===== src/rtl/poly_stream_dma.sv =====
// poly_stream_dma: command-driven burst mover between a valid/ready word
// stream and the NTT polynomial memory port. Loads write one LANES-wide
// beat per cycle; unloads issue credit-checked reads into a return FIFO.
module poly_stream_dma #(
  parameter int LOGQ          = 32,
  parameter int LOGN          = 12,
  parameter int NUM_POLY_MEMS = 2,
  parameter int LANES         = 1,
  parameter int IO_RD_LAT     = 4,
  parameter int FIFO_DEPTH    = 8,
  localparam int PW = (NUM_POLY_MEMS > 1) ? $clog2(NUM_POLY_MEMS) : 1,
  localparam int DW = LANES * LOGQ,
  localparam int AW = PW + LOGN
) (
  input  logic            i_clk,
  input  logic            i_rst,
  input  logic            i_cmd_valid,
  output logic            o_cmd_ready,
  input  logic            i_cmd_write,
  input  logic            i_cmd_bitrev,
  input  logic [PW-1:0]   i_cmd_poly,
  input  logic [LOGN-1:0] i_cmd_start,
  input  logic [LOGN:0]   i_cmd_len,
  input  logic            i_s_valid,
  output logic            o_s_ready,
  input  logic [DW-1:0]   i_s_data,
  output logic            o_m_valid,
  input  logic            i_m_ready,
  output logic [DW-1:0]   o_m_data,
  output logic            o_m_last,
  output logic            o_mem_wen,
  output logic [AW-1:0]   o_mem_waddr,
  output logic [DW-1:0]   o_mem_wdata,
  output logic [AW-1:0]   o_mem_raddr,
  input  logic [DW-1:0]   i_mem_rdata,
  output logic            o_busy,
  output logic            o_done
);
  localparam int FW = $clog2(FIFO_DEPTH);
  localparam int CW = LOGN + 1;
  localparam logic [LOGN-1:0] STEP  = LOGN'(LANES);
  localparam logic [LOGN-1:0] AMASK = ~(LOGN'(LANES - 1));
  localparam logic [FW:0]     ONE_F = (FW+1)'(1);

  typedef enum logic [1:0] {S_IDLE, S_LOAD, S_UNLOAD, S_FINISH} state_t;
  state_t r_state, w_next;

  logic            r_brev;
  logic [PW-1:0]   r_poly;
  logic [CW-1:0]   r_len, r_cnt;
  logic [LOGN-1:0] r_idx;
  logic            r_wen;
  logic [AW-1:0]   r_waddr, r_raddr;
  logic [DW-1:0]   r_wdata;
  logic [IO_RD_LAT:0] r_vld_pipe, r_last_pipe;
  logic [FW:0]     r_inflight, r_fcnt;
  logic [FW-1:0]   r_wp, r_rp;
  logic [DW-1:0]   r_fdata [FIFO_DEPTH];
  logic            r_flast [FIFO_DEPTH];

  logic            w_cmd_hs, w_cmd_brev, w_s_hs, w_credit, w_issue;
  logic            w_first_rd, w_rd_go, w_rd_last, w_push, w_pop;
  logic [CW-1:0]   w_cmd_len;
  logic [LOGN-1:0] w_cmd_start;

  // Coefficient index to memory index, optionally bit-reversed over LOGN bits.
  function automatic logic [LOGN-1:0] f_map(input logic brev, input logic [LOGN-1:0] idx);
    logic [LOGN-1:0] rev;
    for (int b = 0; b < LOGN; b++) rev[b] = idx[LOGN-1-b];
    return brev ? rev : idx;
  endfunction

  assign w_cmd_hs    = i_cmd_valid && (r_state == S_IDLE);
  assign w_cmd_len   = (i_cmd_len == '0) ? CW'(1) : i_cmd_len;
  assign w_cmd_start = i_cmd_start & AMASK;
  assign w_cmd_brev  = i_cmd_bitrev && (LANES == 1);
  assign w_s_hs      = (r_state == S_LOAD) && i_s_valid;
  // Reserve a FIFO slot for every read in flight so returns can never overflow.
  assign w_credit    = ({1'b0, r_fcnt} + {1'b0, r_inflight}) < (FW+2)'(FIFO_DEPTH);
  assign w_issue     = (r_state == S_UNLOAD) && (r_cnt < r_len) && w_credit;
  // The first unload read goes out on the command handshake itself to hit the
  // IO_RD_LAT+1 first-beat latency; the FIFO is always empty at that point.
  assign w_first_rd  = w_cmd_hs && !i_cmd_write;
  assign w_rd_go     = w_first_rd || w_issue;
  assign w_rd_last   = w_first_rd ? (w_cmd_len == CW'(1)) : (r_cnt == r_len - CW'(1));
  assign w_push      = r_vld_pipe[IO_RD_LAT];
  assign w_pop       = o_m_valid && i_m_ready;

  assign o_m_valid   = (r_fcnt != '0);
  assign o_m_data    = o_m_valid ? r_fdata[r_rp] : '0;
  assign o_m_last    = o_m_valid && r_flast[r_rp];
  assign o_mem_wen   = r_wen;
  assign o_mem_waddr = r_waddr;
  assign o_mem_wdata = r_wdata;
  assign o_mem_raddr = r_raddr;
  assign o_busy      = ~o_cmd_ready;

  // State register.
  always_ff @(posedge i_clk or negedge i_rst) begin
    if (!i_rst) r_state <= S_IDLE;
    else        r_state <= w_next;
  end

  // Next-state and state-decoded handshake outputs.
  always_comb begin
    w_next      = r_state;
    o_cmd_ready = 1'b0;
    o_s_ready   = 1'b0;
    o_done      = 1'b0;
    case (r_state)
      S_IDLE: begin
        o_cmd_ready = 1'b1;
        if (w_cmd_hs) w_next = i_cmd_write ? S_LOAD : S_UNLOAD;
      end
      S_LOAD: begin
        o_s_ready = 1'b1;
        if (w_s_hs && (r_cnt == r_len - CW'(1))) w_next = S_FINISH;
      end
      S_UNLOAD: if (w_pop && o_m_last) w_next = S_FINISH;
      S_FINISH: begin
        o_done = 1'b1;
        w_next = S_IDLE;
      end
      default: w_next = S_IDLE;
    endcase
  end

  // Command latch, address walk, write port and read issue.
  always_ff @(posedge i_clk or negedge i_rst) begin
    if (!i_rst) begin
      r_brev      <= 1'b0;
      r_poly      <= '0;
      r_len       <= '0;
      r_cnt       <= '0;
      r_idx       <= '0;
      r_wen       <= 1'b0;
      r_waddr     <= '0;
      r_wdata     <= '0;
      r_raddr     <= '0;
      r_vld_pipe  <= '0;
      r_last_pipe <= '0;
      r_inflight  <= '0;
    end else begin
      r_wen <= w_s_hs;
      if (w_cmd_hs) begin
        r_brev <= w_cmd_brev;
        r_poly <= i_cmd_poly;
        r_len  <= w_cmd_len;
        r_idx  <= i_cmd_write ? w_cmd_start : w_cmd_start + STEP;
        r_cnt  <= i_cmd_write ? '0 : CW'(1);
      end else if (w_s_hs || w_issue) begin
        r_idx <= r_idx + STEP;
        r_cnt <= r_cnt + CW'(1);
      end
      if (w_s_hs) begin
        r_waddr <= {r_poly, f_map(r_brev, r_idx)};
        r_wdata <= i_s_data;
      end
      if (w_first_rd)   r_raddr <= {i_cmd_poly, f_map(w_cmd_brev, w_cmd_start)};
      else if (w_issue) r_raddr <= {r_poly, f_map(r_brev, r_idx)};
      r_vld_pipe  <= {r_vld_pipe[IO_RD_LAT-1:0], w_rd_go};
      r_last_pipe <= {r_last_pipe[IO_RD_LAT-1:0], w_rd_go && w_rd_last};
      if (w_rd_go && !w_push)      r_inflight <= r_inflight + ONE_F;
      else if (!w_rd_go && w_push) r_inflight <= r_inflight - ONE_F;
    end
  end

  // Return FIFO pointers and occupancy; push and pop may coincide.
  always_ff @(posedge i_clk or negedge i_rst) begin
    if (!i_rst) begin
      r_wp   <= '0;
      r_rp   <= '0;
      r_fcnt <= '0;
    end else begin
      if (w_push) r_wp <= r_wp + FW'(1);
      if (w_pop)  r_rp <= r_rp + FW'(1);
      if (w_push && !w_pop)      r_fcnt <= r_fcnt + ONE_F;
      else if (!w_push && w_pop) r_fcnt <= r_fcnt - ONE_F;
    end
  end

  // Return FIFO storage; contents are only visible while occupancy is non-zero.
  always_ff @(posedge i_clk) begin
    if (w_push) begin
      r_fdata[r_wp] <= i_mem_rdata;
      r_flast[r_wp] <= r_last_pipe[IO_RD_LAT];
    end
  end
endmodule


===== config.mk =====
export PLATFORM = sky130hd
export DESIGN_NAME = poly_stream_dma
export DESIGN_NICKNAME = d
export VERILOG_FILES = /design/src/rtl/poly_stream_dma.sv
export SDC_FILE = /design/constraint.sdc
export NUM_CORES = 1
export LEC_CHECK = 0
export ABC_AREA = 1
export CAP_MARGIN = 0
export CORE_MARGIN = 2
export CORE_UTILIZATION = 35
export DETAILED_ROUTE_END_ITERATION = 8
export HOLD_SLACK_MARGIN = 0.08
export PLACE_DENSITY_LB_ADDON = 0.12
export SLEW_MARGIN = 20
export SYNTH_ARGS = -nofsm -noshare
export SYNTH_HDL_FRONTEND = slang
export SYNTH_SLANG_ARGS = --single-unit

===== constraint.sdc =====
create_clock -name i_clk -period 5.1 [get_ports i_clk]
set_input_delay 1.53 -clock i_clk [delete_from_list [all_inputs] [get_ports i_clk]]
set_output_delay 1.53 -clock i_clk [all_outputs]
set_load 0.05 [all_outputs]

==> results.toml <==
[worst_setup_path]
endpoint_kind = "output pin"
required_ps = 3570
startpoint_type = "flip-flop"
critPathMaxFanout = 52
critical_path_class = "reg2out"
cp.arrival_ps = 3270

[detailed_routing]
vias_per_cell = 4.90
wl_mm = 45.7
drt_iter0_drc = 731
drt.antenna.violating_nets = 0
routed-via-count = 12700
wl_per_cell_um = 17.6
post-route-drc-count = 0
first_pass_iters = 5

[synth]
synth.net_count = 1843
yosys_reg_bits = 389
synth.cell_area_um2 = 17300
yosysSeqAreaShare = 0.638
synth-warning-count = 0
synth_cell_type_count = 49
synth-async-reset-ratio = 0.321
synth_area_per_cell_um2 = 10.1
synth_top_flop_cell = "sky130_fd_sc_hd__edfxtp_1"
synth_edf_count = 264
post_synth_inst_count = 1712

[clock_network]
cts_htree_levels = 2
cts_tree = "done"
clock_path_buffers = 3
clk_pin_slew_ps = 60
ctsRootBufferMaster = "sky130_fd_sc_hd__clkbuf_16"
cts_num_sinks = 389
worstSkewPairLatency_ps = 580
cts_inserted_buffers = 46
number_of_hold_repair_buffers_added_at_the_cts_stage = 0

[placement]
placedCellCount = 2509
placed_cell_area_um2 = 20000
detailed_place_hpwl_mm = 28.7
globalplace.congestion = 0.827
port_buffers = 193

[timing]
setup_clock_skew_after_layout_ps = 16.6
fmaxAchievable_ghz = 0.208
report.final.hold_viol_count = 0
final-setup-viol-count = 0
final_period_minus_worst_setup_slack_ps = 4800
maxSlewViolCount = 0
rsz0062_at_grt = "no"
timing.setup.tns_ps = 0
period_share = 0.942
worst-slew-pin-transition_ps = 1030
worst_slew_margin_rel = 0.315

[power_and_ir_drop]
vdd_drop_max_mv = 0.355
power.switching_mw = 6.31
power_density_nw_per_um2 = 666
internal_cell_power_mw = 8.07
power_leakage_nw = 8.34
swShare = 0.439
p_total_mw = 14.4
combinationalPowerShare = 0.459
power.clock.fraction = 0.231
seqPwrFrac = 0.310

[global_routing]
global_route.overflow_total = 0
grt_pass1_wl_mm = 71.7
grt_max_degree = 82
gr-usage-all-layers = 0.181
number_of_global_route_vias_before_repair = 12600
number_of_antenna_violations_at_the_first_check_in_global_routing = 2

[floorplanning]
num_io_pins = 194
die_w_um = 227
floorplan.initialDensity = 0.354
row_cnt = 81
chipHeight_um = 227
design.core.area_um2 = 49000
die-area_um2 = 51300

[cells_and_area]
flow.area_growth_from_synthesis_pct = 24.4
final_net_count = 2024
final_common_cell = "sky130_fd_sc_hd__nand2_1"
n_antenna_cell = 0
final_cell_area_um2 = 21600
layout-drive-gt1-share = 0.0616
final_non_filler_cell_total = 2595
final_cell_mix = "sky130_fd_sc_hd__nand2_1 (338), sky130_fd_sc_hd__nor2_1 (265), sky130_fd_sc_hd__edfxtp_1 (264)"

[flow_run]
cap_viol_max_count = 0

[worst_hold_path]
min_path_type = "reg2reg"

[outcome]
run_status = "completed"
-- what timing repair did --
item	in CTS	in global routing
endpoints found under the setup margin	0	2
gates resized for setup	0	2
buffers inserted	0	0
-- critical path, stage by stage, from the launching register on --
cell	delay, ps
sky130_fd_sc_hd__dfrtp_4	700
sky130_fd_sc_hd__clkinv_2	140
sky130_fd_sc_hd__buf_4	430
sky130_fd_sc_hd__o21ai_0	150
sky130_fd_sc_hd__o22ai_1	120
sky130_fd_sc_hd__o21ai_0	90
sky130_fd_sc_hd__a31oi_1	220
sky130_fd_sc_hd__clkdlybuf4s50_1	840
-- sequential cells by signal, indices dropped and copies added (netlist names), 2 cells and up --
signal       flops
r_fdata        256
o_mem_wdata     32
o_mem_raddr     13
o_mem_waddr     13
r_cnt           13
r_len           13
r_idx           12
r_flast          8
r_last_pipe      5
r_vld_pipe       5
r_fcnt           4
r_inflight       4
r_rp             3
r_wp             3
r_state          2
-- synth_stat cells, types with 10 or more instances --
library cell,number,area share
sky130_fd_sc_hd__nand2_1,338,0.073
sky130_fd_sc_hd__nor2_1,273,0.059
sky130_fd_sc_hd__edfxtp_1,264,0.46
sky130_fd_sc_hd__o21ai_0,250,0.072
sky130_fd_sc_hd__dfrtp_1,125,0.18
sky130_fd_sc_hd__inv_1,95,0.021
sky130_fd_sc_hd__nand3_1,66,0.019
sky130_fd_sc_hd__clkbuf_1,63,0.014
sky130_fd_sc_hd__a31oi_1,34,0.012
sky130_fd_sc_hd__o22ai_1,34,0.012
sky130_fd_sc_hd__ha_1,32,0.023
sky130_fd_sc_hd__a21oi_1,20,0.0058
sky130_fd_sc_hd__xor2_1,20,0.010
sky130_fd_sc_hd__nand4_1,18,0.0065
sky130_fd_sc_hd__nor3_1,10,0.0029
-- cell families (layout without fill, tap and decap cells) --
| family | Yosys count | count (layout) | synth area share |
|---|---|---|---|
| AO/OA/AOI/OAI | 353 | 353 | 0.109 |
| flip-flops | 389 | 389 | 0.638 |
| AND/OR/NAND/NOR | 725 | 725 | 0.170 |
| adder cells (fa/ha/maj) | 34 | 34 | 0.0254 |
| buffers and inverters | 182 | 401 | 0.0427 |
| XOR/XNOR | 29 | 29 | 0.0147 |
-- metal layers --
metal / track usage / vias up / share of wire
met5: 0 / - / 0.00061
met4: 0.0456 / 4 / 0.019
met3: 0.0450 / 62 / 0.055
met2: 0.296 / 250 / 0.47
met1: 0.241 / 6141 / 0.46
li1: - / 6250 / -
-- area by class of cell --
| cell class | instances | area [µm²] |
|---|---|---|
| Fill cell | 4674 | 27400 |
| Sequential cell | 389 | 11100 |
| Multi-Input combinational cell | 1141 | 5600 |
| Timing Repair Buffer | 217 | 2180 |
| Clock buffer | 57 | 1210 |
| Tap cell | 664 | 831 |
| Inverter | 98 | 369 |
| Clock inverter | 29 | 315 |
-- worst paths after layout --
| check | startpoint | endpoint | slack (ps) | cells past startpoint |
|---|---|---|---|---|
| worst max-delay path | r_rp[0]$_DFFE_PN0P_ | o_m_data[27] | 300 | 7 |
| worst min-delay path | r_vld_pipe[0]$_DFF_PN0_ | r_vld_pipe[1]$_DFF_PN0_ | 350 | 0 |
| worst max register to register | r_len[10]$_DFFE_PN0P_ | r_inflight[3]$_DFFE_PN0P_ | 1350 | 16 |
| worst min register to register | r_vld_pipe[0]$_DFF_PN0_ | r_vld_pipe[1]$_DFF_PN0_ | 350 | 0 |
| max in group asynchronous | i_rst | o_mem_wen$_DFF_PN0_ | 3350 | 2 |
| min in group asynchronous | i_rst | r_len[4]$_DFFE_PN0P_ | 970 | 1 |
-- metrics by stage --
step | hold WS, ps | util | setup WS, ps
after global routing | 355 | 0.441 | 21.1
final | 346 | 0.441 | 296
after CTS | 348 | 0.441 | 199
after detailed placement | 336 | 0.409 | 840
after floorplan | 331 | - | 1330
after global placement | 332 | 0.409 | 827
-- power by group through the flow --
stage | logic [mW] | registers (mW) | clock network, mW
5_1_grt | 7.28 | 4.53 | 3.54
6_report | 6.60 | 4.45 | 3.32
4_1_cts | 6.69 | 4.45 | 3.42
2_1_floorplan | 3.93 | 5.02 | 0
3_3_place_gp | 6.63 | 4.50 | 0
3_5_place_dp | 6.68 | 4.50 | 0
No activity file was read; power rests on OpenSTA's default activity.
